File: src/rtl/sram_controller_pkg.sv
// Shared definitions for the SRAM controller: FSM state encoding, the default
// byte address mapped to SRAM halfword 0, and the SRAM data bus width.
package sram_controller_pkg;

  localparam logic [31:0] BASE_ADDR_DEFAULT = 32'd1024;
  localparam int unsigned SRAM_DATA_W       = 16;

  typedef enum logic [2:0] {
    IDLE,
    LO,
    HI,
    WAIT,
    DONE
  } state_e;

endpackage

File: src/rtl/sram_controller_if.sv
// Bus bundle between the memory stage, the SRAM controller and the external
// asynchronous SRAM.
//   Pipeline side : mem_r_en, mem_w_en, address, write_data -> controller
//                   read_data, ready                        <- controller
//   SRAM side     : sram_addr, sram_we_n, sram_dq_out, sram_dq_oe <- controller
//                   sram_dq_in                                   -> controller
// master = pipeline/SRAM-model view, slave = controller view.
interface sram_controller_if #(
  parameter int unsigned SRAM_ADDR_W = 18
);
  logic                                        mem_r_en;
  logic                                        mem_w_en;
  logic [31:0]                                 address;
  logic [31:0]                                 write_data;
  logic [31:0]                                 read_data;
  logic                                        ready;
  logic [SRAM_ADDR_W-1:0]                      sram_addr;
  logic                                        sram_we_n;
  logic [sram_controller_pkg::SRAM_DATA_W-1:0] sram_dq_out;
  logic                                        sram_dq_oe;
  logic [sram_controller_pkg::SRAM_DATA_W-1:0] sram_dq_in;

  modport master (
    output mem_r_en, mem_w_en, address, write_data, sram_dq_in,
    input  read_data, ready, sram_addr, sram_we_n, sram_dq_out, sram_dq_oe
  );

  modport slave (
    input  mem_r_en, mem_w_en, address, write_data, sram_dq_in,
    output read_data, ready, sram_addr, sram_we_n, sram_dq_out, sram_dq_oe
  );
endinterface

File: src/rtl/sram_controller.sv
// Multi-cycle controller between the memory stage and a 16-bit asynchronous
// SRAM. Each 32-bit access is split into a low and a high halfword access;
// ready stays low while the access is in flight so the pipeline freezes.
// Ports:
//   clk  - clock
//   rst  - asynchronous active-low reset
//   bus  - sram_controller_if.slave (pipeline request/response + SRAM pins)
// All SRAM pins are registered; ready is combinational from state/request.
module sram_controller
  import sram_controller_pkg::*;
#(
  parameter logic [31:0] BASE_ADDR     = BASE_ADDR_DEFAULT,
  parameter int unsigned SRAM_ADDR_W   = 18,
  parameter int unsigned ACCESS_CYCLES = 6
) (
  input  logic            clk,
  input  logic            rst,
  sram_controller_if.slave bus
);

  localparam int unsigned      CNT_W     = $clog2(ACCESS_CYCLES + 1);
  localparam logic [CNT_W-1:0] WAIT_LOAD = CNT_W'(ACCESS_CYCLES - 4);

  state_e                   state_q, state_d;
  logic [CNT_W-1:0]         cnt_q, cnt_d;
  logic [SRAM_ADDR_W-2:0]   word_q, word_d;
  logic [31:0]              wdata_q, wdata_d;
  logic                     is_wr_q, is_wr_d;
  logic [SRAM_DATA_W-1:0]   rd_lo_q, rd_lo_d;
  logic [31:0]              read_data_q, read_data_d;
  logic [SRAM_ADDR_W-1:0]   sram_addr_q, sram_addr_d;
  logic                     sram_we_n_q, sram_we_n_d;
  logic [SRAM_DATA_W-1:0]   sram_dq_out_q, sram_dq_out_d;
  logic                     sram_dq_oe_q, sram_dq_oe_d;

  // Only the low SRAM_ADDR_W+1 bits of (address - BASE_ADDR) matter; modular
  // subtraction on the truncated operands yields the same bits.
  logic [SRAM_ADDR_W:0]     off;
  logic                     req;
  logic                     unused_off_lsbs;

  assign unused_off_lsbs = ^off[1:0];

  always_comb begin
    off           = bus.address[SRAM_ADDR_W:0] - BASE_ADDR[SRAM_ADDR_W:0];
    req           = bus.mem_r_en | bus.mem_w_en;
    state_d       = state_q;
    cnt_d         = cnt_q;
    word_d        = word_q;
    wdata_d       = wdata_q;
    is_wr_d       = is_wr_q;
    rd_lo_d       = rd_lo_q;
    read_data_d   = read_data_q;
    sram_addr_d   = sram_addr_q;
    sram_dq_out_d = sram_dq_out_q;
    sram_we_n_d   = 1'b1;
    sram_dq_oe_d  = 1'b0;
    // SRAM pins are registered, so each state sets up the pins for the next.
    unique case (state_q)
      IDLE: begin
        if (req) begin
          word_d        = off[SRAM_ADDR_W:2];
          wdata_d       = bus.write_data;
          is_wr_d       = bus.mem_w_en;
          sram_addr_d   = {off[SRAM_ADDR_W:2], 1'b0};
          sram_we_n_d   = ~bus.mem_w_en;
          sram_dq_oe_d  = bus.mem_w_en;
          sram_dq_out_d = bus.write_data[15:0];
          state_d       = LO;
        end
      end
      LO: begin
        if (!is_wr_q) rd_lo_d = bus.sram_dq_in;
        sram_addr_d   = {word_q, 1'b1};
        sram_we_n_d   = ~is_wr_q;
        sram_dq_oe_d  = is_wr_q;
        sram_dq_out_d = wdata_q[31:16];
        state_d       = HI;
      end
      HI: begin
        if (!is_wr_q) read_data_d = {bus.sram_dq_in, rd_lo_q};
        cnt_d   = WAIT_LOAD;
        state_d = (WAIT_LOAD == '0) ? DONE : WAIT;
      end
      WAIT: begin
        if (cnt_q != '0) cnt_d = cnt_q - 1'b1;
        if (cnt_q <= CNT_W'(1)) state_d = DONE;
      end
      DONE:    state_d = IDLE;
      default: state_d = IDLE;
    endcase
  end

  always_ff @(posedge clk or negedge rst) begin
    if (!rst) begin
      state_q       <= IDLE;
      cnt_q         <= '0;
      word_q        <= '0;
      wdata_q       <= '0;
      is_wr_q       <= 1'b0;
      rd_lo_q       <= '0;
      read_data_q   <= '0;
      sram_addr_q   <= '0;
      sram_we_n_q   <= 1'b1;
      sram_dq_out_q <= '0;
      sram_dq_oe_q  <= 1'b0;
    end else begin
      state_q       <= state_d;
      cnt_q         <= cnt_d;
      word_q        <= word_d;
      wdata_q       <= wdata_d;
      is_wr_q       <= is_wr_d;
      rd_lo_q       <= rd_lo_d;
      read_data_q   <= read_data_d;
      sram_addr_q   <= sram_addr_d;
      sram_we_n_q   <= sram_we_n_d;
      sram_dq_out_q <= sram_dq_out_d;
      sram_dq_oe_q  <= sram_dq_oe_d;
    end
  end

  // Freeze starts in the request cycle itself; DONE releases the pipeline.
  assign bus.ready       = (state_q == IDLE) ? ~req : (state_q == DONE);
  assign bus.read_data   = read_data_q;
  assign bus.sram_addr   = sram_addr_q;
  assign bus.sram_we_n   = sram_we_n_q;
  assign bus.sram_dq_out = sram_dq_out_q;
  assign bus.sram_dq_oe  = sram_dq_oe_q;

endmodule
File: src/flat_wrapper.sv
// flat-port wrapper written by rule: the top's interface ports become plain ports
module sram_controller_flat import sram_controller_pkg::*;
#(
  parameter logic [31:0] BASE_ADDR     = BASE_ADDR_DEFAULT,
  parameter int unsigned SRAM_ADDR_W   = 18,
  parameter int unsigned ACCESS_CYCLES = 6
)
  (clk, rst, bus_mem_r_en, bus_mem_w_en, bus_address, bus_write_data, bus_sram_dq_in, bus_read_data, bus_ready, bus_sram_addr, bus_sram_we_n, bus_sram_dq_out, bus_sram_dq_oe);
  sram_controller_if #(.SRAM_ADDR_W(SRAM_ADDR_W)) bus_i ();
  input  logic clk;
  input  logic rst;
  input wire logic [$bits(bus_i.mem_r_en)-1:0] bus_mem_r_en;
  input wire logic [$bits(bus_i.mem_w_en)-1:0] bus_mem_w_en;
  input wire logic [$bits(bus_i.address)-1:0] bus_address;
  input wire logic [$bits(bus_i.write_data)-1:0] bus_write_data;
  input wire logic [$bits(bus_i.sram_dq_in)-1:0] bus_sram_dq_in;
  output wire logic [$bits(bus_i.read_data)-1:0] bus_read_data;
  output wire logic [$bits(bus_i.ready)-1:0] bus_ready;
  output wire logic [$bits(bus_i.sram_addr)-1:0] bus_sram_addr;
  output wire logic [$bits(bus_i.sram_we_n)-1:0] bus_sram_we_n;
  output wire logic [$bits(bus_i.sram_dq_out)-1:0] bus_sram_dq_out;
  output wire logic [$bits(bus_i.sram_dq_oe)-1:0] bus_sram_dq_oe;
  assign bus_i.mem_r_en = bus_mem_r_en;
  assign bus_i.mem_w_en = bus_mem_w_en;
  assign bus_i.address = bus_address;
  assign bus_i.write_data = bus_write_data;
  assign bus_i.sram_dq_in = bus_sram_dq_in;
  assign bus_read_data = bus_i.read_data;
  assign bus_ready = bus_i.ready;
  assign bus_sram_addr = bus_i.sram_addr;
  assign bus_sram_we_n = bus_i.sram_we_n;
  assign bus_sram_dq_out = bus_i.sram_dq_out;
  assign bus_sram_dq_oe = bus_i.sram_dq_oe;
  sram_controller #(.BASE_ADDR(BASE_ADDR), .SRAM_ADDR_W(SRAM_ADDR_W), .ACCESS_CYCLES(ACCESS_CYCLES)) u_core (.clk(clk), .rst(rst), .bus(bus_i));
endmodule
File: config.mk
export PLATFORM = sky130hd
export DESIGN_NAME = sram_controller_flat
export DESIGN_NICKNAME = d
export VERILOG_FILES = /design/src/rtl/sram_controller_pkg.sv /design/src/rtl/sram_controller_if.sv /design/src/rtl/sram_controller.sv /design/src/flat_wrapper.sv
export SDC_FILE = /design/constraint.sdc
export NUM_CORES = 1
export LEC_CHECK = 0
export CORE_MARGIN = 3
export CORE_UTILIZATION = 40
export CTS_CLUSTER_DIAMETER = 50
export DETAILED_ROUTE_END_ITERATION = 6
export PLACE_DENSITY = 0.78
export SYNTH_ARGS = -nofsm -noshare
export SYNTH_HDL_FRONTEND = slang
export SYNTH_SLANG_ARGS = --single-unit
export TNS_END_PERCENT = 30
File: constraint.sdc
create_clock -name clk -period 1.6 [get_ports clk]
set_input_delay 0.16 -clock clk [delete_from_list [all_inputs] [get_ports clk]]
set_output_delay 0.16 -clock clk [all_outputs]
set_load 0.05 [all_outputs]
==> metrics.txt, run 1 <==
Slew @ Worst Pin 0.327 ns; synthesized area per cell 11.1 µm²; Initial Utilization 41.5%; Slew headroom 78.2%; critical path startpoint category flop; initial antenna violation count 0; final antenna-violating net count 0; DRT Pass-1 Iters 4; total power divided by cell area 2460 mW/mm²; Synth Warn # 0; maxcap violations 0; ys async rst share 100%; gr ovfl total 0; final RePlAce weighted congestion 0.834; Final Setup Violations 0; crit share post-route 98.5%; Pleak 0.00346 µW; DP Wirelength 8.81 mm; Max Transition Viols Final 0; total power 18600 µW; Placement Cell Area 0.00684 mm²; Post-synth EDFFs 0; commonest non-fill, non-tap cells in the layout 136 x nand2_1, 120 x dfrtp_1, 97 x buf_4; CTS Buf Count 17; Reg clk slew, reported paths 0.05 ns; CTS tree built; crit path DAT 1.42 ns; P&R area growth vs syn 43.0%; # IOs 153; kind of critical path reg -> out; post-layout instance area 0.00758 mm²; CTS max path bufs 2; Root Buffer clkbuf_16; routed vias/inst 4.95; unrepaired setup endpoints after global routing yes; Cells after Synth 478; Rows 41; width of the die 121 µm; Seq cells post-synth 124; ys flop type dfrtp_1; first-pass GRT wire length 20.7 mm; H-Tree Depth 4; Seq/Total Area, Yosys 58.6%; Placeable Area 0.0128 mm²; HP Class in -> async; routed via count 4138; Clock Skews 0.00825 ns; Peak VDD IR 0.00111 V; layout cells sized above 1 31.8%; WP data required 1.44 ns; total die area 0.0147 mm²; DIE HEIGHT 121 µm; antenna cells 0; Max Freq 634 MHz; gr usage total 18.0%; port bufs 137; Final Hold Vio Count 0; DRT Wirelength 12.9 mm; synthesized area 0.00530 mm²; worst skew pair latency 0.40 ns; WL per Instance 15.4 µm; Synth Net Count 566; pin count of the biggest net entering global routing 62; most common cell after layout, fill and taps aside nand2_1; CP endpoint kind output pin; Synth cell types 42; CP Max Fanout 8; iteration-0 DRC count of the detailed router 287; nets@finish 739; TritonCTS sink count 124; min Tclk post-route 1.58 ns; vias in the first global route 4186; status finished, final reports clean; DRC violations left 0
## final timing paths
| path | start | end | slack, ns | depth (start not counted) |
|---|---|---|---|---|
| max | u_core.state_q[1]$_DFFE_PN0P_ | bus_ready | 0.02 | 3 |
| max in group asynchronous | rst | u_core.bus.sram_we_n$_DFF_PN1_ | 0.79 | 3 |
| min in group clk | bus_write_data[24] | u_core.wdata_q[24]$_DFFE_PN0P_ | 0.29 | 3 |
| min | rst | u_core.bus.read_data[25]$_DFFE_PN0P_ | 0.18 | 2 |
| max reg2reg | u_core.state_q[0]$_DFFE_PN0P_ | u_core.bus.read_data[23]$_DFFE_PN0P_ | 0.06 | 4 |
| min reg2reg | u_core.wdata_q[24]$_DFFE_PN0P_ | u_core.wdata_q[24]$_DFFE_PN0P_ | 0.47 | 2 |
## area by class of cell
cell class	count	area, µm²
Fill cell	1037	5190
Sequential cell	124	3110
Multi-Input combinational cell	322	1980
Timing Repair Buffer	180	1660
Clock buffer	21	470
Tap cell	172	215
Clock inverter	11	118
Inverter	6	22.5
## synthesized netlist by cell type (all sizes together) (4+ instances only)
library cell	count	area share, %
nand2	137	9.8
dfrtp	123	58
mux2	51	11
nor2	38	3.1
buf	26	4.1
a31oi	25	3.0
o21ai	16	1.5
nor3	9	1.3
inv	6	0.42
a211oi	5	0.71
ha	4	0.94
xnor2	4	0.66
## per-layer routing
layer	vias to the layer above	share of wire, %	GRT usage, %
li1	1959	-	-
met2	141	49	29.4
met5	-	0	0
met3	18	6.3	4.20
met1	2020	43	23.4
met4	0	1.5	6.66
## state kept, by name, summed over array words and instances (netlist names)
| signal | count |
|---|---|
| u_core.bus.sram_dq_oe | 1 |
| u_core.cnt_q | 3 |
| u_core.bus.sram_dq_out | 16 |
| u_core.rd_lo_q | 16 |
| u_core.word_q | 17 |
| u_core.bus.sram_we_n | 1 |
| u_core.wdata_q | 16 |
| u_core.is_wr_q | 1 |
| u_core.state_q | 3 |
| u_core.bus.read_data | 32 |
| u_core.bus.sram_addr | 18 |
## cells by family after synthesis
group / synth area share, %
AOI/OAI and AO/OA: 7.44
xor gates and xnor gates: 1.16
adders and majority gates: 0.945
buffers and inverters: 4.49
DFF: 58.6
muxes: 10.8
and+or+nand+nor: 16.6
## per-stage QoR
stage          hold slack, ns  util [%]  setup WS (ns)  std cells  setup TNS (ns)
6_report                0.176      59.3         0.0234        836               0
2_1_floorplan          -0.136         -         0.0855        478               0
4_1_cts                 0.158      58.9        0.00467        833               0
3_5_place_dp           0.0490      53.6         -0.113        793          -0.498
3_3_place_gp           0.0400      53.6        -0.0303        793         -0.0888
5_1_grt                 0.181      59.3        -0.0274        836         -0.0274
## power by group
group	total [µW]	switching, µW	internal [µW]
Clock	3750	1350	2410
Combinational	9200	5730	3470
Sequential	5690	940	4750
Total	18600	8010	10600
## worst max-delay path, stage by stage (launching register included)
cell and delay [ns]:
dfrtp_2 0.44, buf_4 0.19, nor3_4 0.23, buf_12 0.16
## what timing repair did
item | in CTS | in global routing
hold buffers | 1 | 0
gates resized for setup | 5 | 5
endpoints found under the setup margin | 22 | 40
gates cloned | 0 | 2
pin swaps | 1 | 1
hold endpoints to repair | 123 | 0
setup buffers | 7 | 1
Note: power is estimated with default switching activity, not from simulation.
==> run 2, diff against run 1 <==
--- a/config.mk
+++ b/config.mk
@@ -5,7 +5,7 @@
 export SDC_FILE = /design/constraint.sdc
 export NUM_CORES = 1
 export LEC_CHECK = 0
-export CORE_MARGIN = 3
+export CORE_ASPECT_RATIO = 1.1
 export CORE_UTILIZATION = 40
 export CTS_CLUSTER_DIAMETER = 50
 export DETAILED_ROUTE_END_ITERATION = 6
==> metrics.txt, run 2 (same netlist as run 1, synthesis figures left out) <==
status finished, violations left (was finished, final reports clean); violations in the final reports design-rule violations, negative setup slack; final setup margin -0.0101 ns (was 0.0234 ns); worst reg2reg endpoint u_core.bus.sram_dq_out[14]$_DFFE_PN0P_ (was u_core.bus.read_data[23]$_DFFE_PN0P_); unrepaired setup endpoints after global routing yes (unchanged); WL per Instance 15.0 µm (was 15.4 µm); port bufs 137 (unchanged); layout cells sized above 1 32.3% (was 31.8%); most frequent CP cell buf_4; Hold Worst Slack 0.246 ns (was 0.176 ns); routed via count 4143 (was 4138); CP Buf/Inv Count 2 (unchanged); Largest stage delay, worst path 0.48 ns (was 0.44 ns); final RePlAce weighted congestion 0.785 (was 0.834); worst skew pair latency 0.41 ns (was 0.40 ns); Root Buffer clkbuf_16 (unchanged); P&R area growth vs syn 44.8% (was 43.0%); Pleak 0.00352 µW (was 0.00346 µW); routed vias/inst 5.02 (was 4.95); kind of critical path reg -> reg (was reg -> out); Placed Cells incl. Taps 787 (was 793); final non-filler cell total 826 (was 836); iteration-0 DRC count of the detailed router 224 (was 287); met3 routed WL 786 µm (was 814 µm); final antenna-violating net count 0 (unchanged); crit path DAT 1.92 ns (was 1.42 ns); critical path's top delay family flip-flops (unchanged); antenna cells 0 (unchanged); vias in the first global route 4100 (was 4186); final core occ 60.2% (was 59.3%); min Tclk post-route 1.61 ns (was 1.58 ns); CTS Buf Count 17 (unchanged); gr usage total 18.9% (was 18.0%); CTS tree built (unchanged); nets@finish 746 (was 739); met2 wire len 6.33 mm (was 6.28 mm); commonest non-fill, non-tap cells in the layout 136 x nand2_1, 120 x dfrtp_1, 105 x buf_4 (was 136 x nand2_1, 120 x dfrtp_1, 97 x buf_4); H-Tree Depth 4 (unchanged); Max Freq 621 MHz (was 634 MHz); CTS max path bufs 2 (unchanged); Peak VDD IR 0.00113 V (was 0.00111 V); most common cell after layout, fill and taps aside nand2_1 (unchanged); total die area 0.0137 mm² (was 0.0147 mm²); initial antenna violation count 0 (unchanged); critical path startpoint category flop (unchanged); gr ovfl total 0 (unchanged); Clock Skews 0.00555 ns (was 0.00825 ns); FF/Latch Area 0.00311 mm² (unchanged); worst slack at placement -0.0744 ns (was -0.113 ns); TritonCTS sink count 124 (unchanged); r2r setup slk -0.01 ns (was 0.06 ns); max reg flops 32 (unchanged); Final Hold Vio Count 0 (unchanged); maxcap violations 0 (unchanged); Final Setup Violations 1 (was 0); Slew headroom 71.5% (was 78.2%); Rows 43 (was 41); CP endpoint kind flop (was output pin); Max Transition Viols Final 0 (unchanged); Reg clk slew, reported paths 0.05 ns (about the same); Crit Reg-Reg Startpoint u_core.state_q[2]$_DFFE_PN0P_ (was u_core.state_q[0]$_DFFE_PN0P_); crit share post-route 101% (was 98.5%); met1 wire length 5.06 mm (was 5.58 mm); CP Max Fanout 11 (was 8); total power 18800 µW (was 18600 µW); first-pass GRT wire length 20.0 mm (was 20.7 mm); DIE HEIGHT 123 µm (was 121 µm); top routing layer in use met4 (unchanged); Slew @ Worst Pin 0.428 ns (was 0.327 ns); critical path cell sequence buf_4 > nor3b_4 > buf_4 > nand2_1 > a31oi_1 (was buf_4 > nor3_4 > buf_12); WP data required 1.91 ns (was 1.44 ns); area of the multi-input gates 0.00200 mm² (was 0.00198 mm²); FILL cells 1017 (was 1037); DRT Pass-1 Iters 7 (was 4); # IOs 153 (unchanged); reg2reg path depth 5 (was 4); width of the die 112 µm (was 121 µm); total power divided by cell area 2450 mW/mm² (was 2460 mW/mm²); DRT Wirelength 12.4 mm (was 12.9 mm); DRC violations left 14 (was 0); DP Wirelength 8.70 mm (was 8.81 mm); Initial Utilization 41.6% (was 41.5%); pin count of the biggest net entering global routing 43 (was 62); Placeable Area 0.0128 mm² (about the same); Max stage delay cell, worst path dfrtp_2 (unchanged); HP Class in -> async (unchanged)
-- run 2: worst max path at each step --
stage | from | end | slack [ns] | cells after the start
2_1_floorplan | u_core.state_q[1]$_DFFE_PN0P_ | u_core.rd_lo_q[0]$_DFFE_PN0P_ | 0.09 | 6
3_3_place_gp | bus_address[11] | u_core.bus.sram_addr[13]$_DFFE_PN0P_ | -0.05 | 7
5_1_grt | u_core.state_q[2]$_DFFE_PN0P_ | u_core.bus.sram_dq_out[3]$_DFFE_PN0P_ | -0.05 | 5
3_5_place_dp | bus_address[11] | u_core.bus.sram_addr[13]$_DFFE_PN0P_ | -0.07 | 7
4_1_cts | u_core.state_q[2]$_DFFE_PN0P_ | bus_ready | 0.003 | 4
6_report | u_core.state_q[2]$_DFFE_PN0P_ | u_core.bus.sram_dq_out[14]$_DFFE_PN0P_ | -0.01 | 5
-- run 2: cell type report --
type                       instances  share of cell area (%)
clock buffer                      25                    6.85
clock inverter                     5                    1.04
inverter                           6                   0.294
multi-input combinational        322                    26.0
sequential                       124                    40.5
tap                              157                    2.56
timing repair buffer             187                    22.7
-- run 2: routing by layer --
layer / GRT usage [%] / vias to the layer above
li1: - / 1972
met4: 8.45 / 0
met2: 32.9 / 156
met3: 4.89 / 16
met5: 0 / -
met1: 22.1 / 1999
-- run 2: timing repair --
item | 4_1_cts | 5_1_grt
setup buffers | 4 | 2
hold buffers | 1 | 0
pin swaps | 2 | 1
cloned | 0 | 2
gates resized for setup | 7 | 3
hold endpoints to repair | 28 | 0
setup endpoints to repair | 2 | 31
-- run 2: report_power, final --
group | switching (µW) | leakage, µW | internal, µW
Combinational | 5700 | 0.00177 | 3560
Sequential | 921 | 0.00146 | 4750
Clock | 1280 | 0.000293 | 2560
-- run 2: metrics by stage --
stage / TNS (ns) / area [µm²]
after floorplan: 0 / 5300
final: -0.0101 / 7670
after global routing: -0.584 / 7670
after CTS: 0 / 7580
after detailed placement: -0.256 / 6910
after global placement: -0.0565 / 6910
==> run 3, diff against run 2 <==
--- a/config.mk
+++ b/config.mk
@@ -7,6 +7,7 @@
 export LEC_CHECK = 0
 export CORE_ASPECT_RATIO = 1.1
 export CORE_UTILIZATION = 40
+export CTS_BUF_LIST = sky130_fd_sc_hd__clkbuf_4 sky130_fd_sc_hd__clkbuf_8
 export CTS_CLUSTER_DIAMETER = 50
 export DETAILED_ROUTE_END_ITERATION = 6
 export PLACE_DENSITY = 0.78
==> metrics.txt, run 3 (same netlist as run 1, synthesis figures left out) <==
Placeable Area 0.0128 mm² (unchanged); routed vias/inst 4.97 (was 5.02); Placed Cells incl. Taps 787 (unchanged); Switching Share 43.7% (was 42.1%); most frequent CP cell buf_12 (was buf_4); DRC violations left 14 (unchanged); CP Max Fanout 32 (was 11); iteration-0 DRC count of the detailed router 187 (was 224); violations in the final reports design-rule violations (was design-rule violations, negative setup slack); WL per Instance 14.7 µm (was 15.0 µm); Setup crit start u_core.state_q[2]$_DFFE_PN0P_ (unchanged); commonest non-fill, non-tap cells in the layout 136 x nand2_1, 120 x dfrtp_1, 100 x buf_4 (was 136 x nand2_1, 120 x dfrtp_1, 105 x buf_4); crit share post-route 98.8% (was 101%); max reg flops 32 (unchanged); r2r setup slk 0.02 ns (was -0.01 ns); CTS tree built (unchanged); worst reg2reg endpoint u_core.bus.read_data[5]$_DFFE_PN0P_ (was u_core.bus.sram_dq_out[14]$_DFFE_PN0P_); combinational share of power 52.3% (was 49.3%); FILL cells 1041 (was 1017); gr usage total 18.7% (was 18.9%); total power divided by cell area 2370 mW/mm² (was 2450 mW/mm²); TritonCTS sink count 124 (unchanged); reg2reg path depth 5 (unchanged); Final Hold Vio Count 0 (unchanged); Hold Worst Slack 0.213 ns (was 0.246 ns); H-Tree Depth 4 (unchanged); critical path depth in cells 5 (unchanged); most common cell after layout, fill and taps aside nand2_1 (unchanged); crit path capture u_core.bus.read_data[5]$_DFFE_PN0P_ (was u_core.bus.sram_dq_out[14]$_DFFE_PN0P_); DP Wirelength 8.70 mm (unchanged); worst skew pair latency 0.44 ns (was 0.41 ns); kind of critical path reg -> reg (unchanged); # IOs 153 (unchanged); Root Buffer clkbuf_8 (was clkbuf_16); gr ovfl total 0 (unchanged); nets@finish 745 (was 746); WP data required 1.91 ns (about the same); first-pass GRT wire length 19.7 mm (was 20.0 mm); Rows 43 (unchanged); DRT Pass-1 Iters 7 (unchanged); antenna cells 0 (unchanged); total die area 0.0137 mm² (unchanged); Largest stage delay, worst path 0.43 ns (was 0.48 ns); DIE HEIGHT 123 µm (unchanged); routed via count 4103 (was 4143); initial antenna violation count 0 (unchanged); P&R area growth vs syn 41.0% (was 44.8%); DRT Wirelength 12.1 mm (was 12.4 mm); HP Class in -> async (unchanged); Crit Reg-Reg Startpoint u_core.state_q[2]$_DFFE_PN0P_ (unchanged); CP endpoint kind flop (unchanged); critical path's top delay family flip-flops (unchanged); final RePlAce weighted congestion 0.785 (unchanged); Slew @ Worst Pin 0.425 ns (was 0.428 ns); Max Transition Viols Final 0 (unchanged); unrepaired setup endpoints after global routing yes (unchanged); Reg clk slew, reported paths 0.07 ns (was 0.05 ns); Pleak 0.00343 µW (was 0.00352 µW); critical path startpoint category flop (unchanged); crit path DAT 1.90 ns (was 1.92 ns); Clock Skews 0.0103 ns (was 0.00555 ns); Initial Utilization 41.6% (unchanged); final non-filler cell total 825 (was 826); critical path cell sequence buf_12 > nand2b_4 > nor3_4 > buf_12 > mux2_2 (was buf_4 > nor3b_4 > buf_4 > nand2_1 > a31oi_1); vias in the first global route 4044 (was 4100); Pint 9970 µW (was 10900 µW); switching power of the nets 7740 µW (was 7900 µW); pin count of the biggest net entering global routing 43 (unchanged); maxcap violations 0 (unchanged); CP Buf/Inv Count 2 (unchanged); final core occ 58.6% (was 60.2%); Reg power frac 31.7% (was 30.2%); Slew headroom 71.7% (was 71.5%); Peak VDD IR 0.00105 V (was 0.00113 V); Max stage delay cell, worst path dfrtp_2 (unchanged); status finished, violations left (unchanged); Final Setup Violations 0 (was 1); final antenna-violating net count 0 (unchanged); CTS max path bufs 2 (unchanged); width of the die 112 µm (unchanged); clock share of power 16.0% (was 20.5%); Max Freq 633 MHz (was 621 MHz); port bufs 137 (unchanged); CTS Buf Count 17 (unchanged); min Tclk post-route 1.58 ns (was 1.61 ns); total power 17700 µW (was 18800 µW); layout cells sized above 1 32.3% (about the same)
## run 3: cell types whose count changed in the layout (fill, tap and decap cells not counted), moves of 2 or more
| cell | change |
|---|---|
| clkbuf_16 | -18 |
| buf_6 | +3 |
| clkbuf_4 | +2 |
| buf_4 | -5 |
| clkbuf_8 | +17 |
## run 3: layout make-up
type,instances,area [µm²],area share [%]
clock buffers,25,338,4.52
clock inverters,5,80.1,1.07
inverters,6,22.5,0.301
multi-input cells,322,1990,26.7
flip-flops and latches,124,3110,41.6
well taps,157,196,2.63
repair buffers,186,1740,23.2
## run 3: worst min-delay path by stage
| stage | to | from | cells past startpoint | slack (ns) |
|---|---|---|---|---|
| finish | u_core.bus.read_data[16]$_DFFE_PN0P_ | rst | 2 | 0.21 |
| global route | u_core.bus.sram_addr[8]$_DFFE_PN0P_ | rst | 2 | 0.22 |
| CTS | u_core.word_q[1]$_DFFE_PN0P_ | rst | 2 | 0.18 |
| detailed placement | u_core.bus.read_data[4]$_DFFE_PN0P_ | rst | 1 | 0.13 |
| global placement | u_core.bus.read_data[20]$_DFFE_PN0P_ | rst | 1 | 0.12 |
| floorplan | u_core.bus.read_data[0]$_DFFE_PN0P_ | rst | 0 | -0.14 |
## run 3: routing by layer
| layer | up-vias | part of all wire, % | GRT usage, % |
|---|---|---|---|
| li1 | 1960 | - | - |
| met3 | 15 | 5.6 | 4.99 |
| met4 | 0 | 1.2 | 7.85 |
| met2 | 131 | 51 | 32.5 |
| met1 | 1997 | 42 | 21.9 |
| met5 | - | 0 | 0 |
## run 3: metrics by stage
step	setup TNS [ns]	instance area, µm²	setup slack [ns]
final	0	7470	0.0194
after global placement	-0.0565	6910	-0.0535
after floorplan	0	5300	0.0855
after global routing	-0.981	7470	-0.0458
after CTS	0	7390	0.00890
after detailed placement	-0.256	6910	-0.0744
## run 3: worst register-to-register path, cell delays in order, from the launching register on
cell and delay (ns):
dfrtp_2 0.43, buf_12 0.14, nand2b_4 0.15, nor3_4 0.15
buf_12 0.23, mux2_2 0.37
## run 3: what timing repair did
action,4_1_cts,5_1_grt
endpoints found under the setup margin,1,70
gates cloned,0,2
hold buffers,1,0
hold endpoints to repair,52,0
gates resized for setup,5,10
buffers inserted,3,2
pin swaps,1,1
## run 3: power by group through the flow
stage,clock (µW),combinational (µW),sequential [µW]
5_1_grt,3060,9850,5800
4_1_cts,2900,9120,5620
2_1_floorplan,0,3370,8500
3_5_place_dp,0,8920,5740
6_report,2830,9260,5610
3_3_place_gp,0,8720,5630
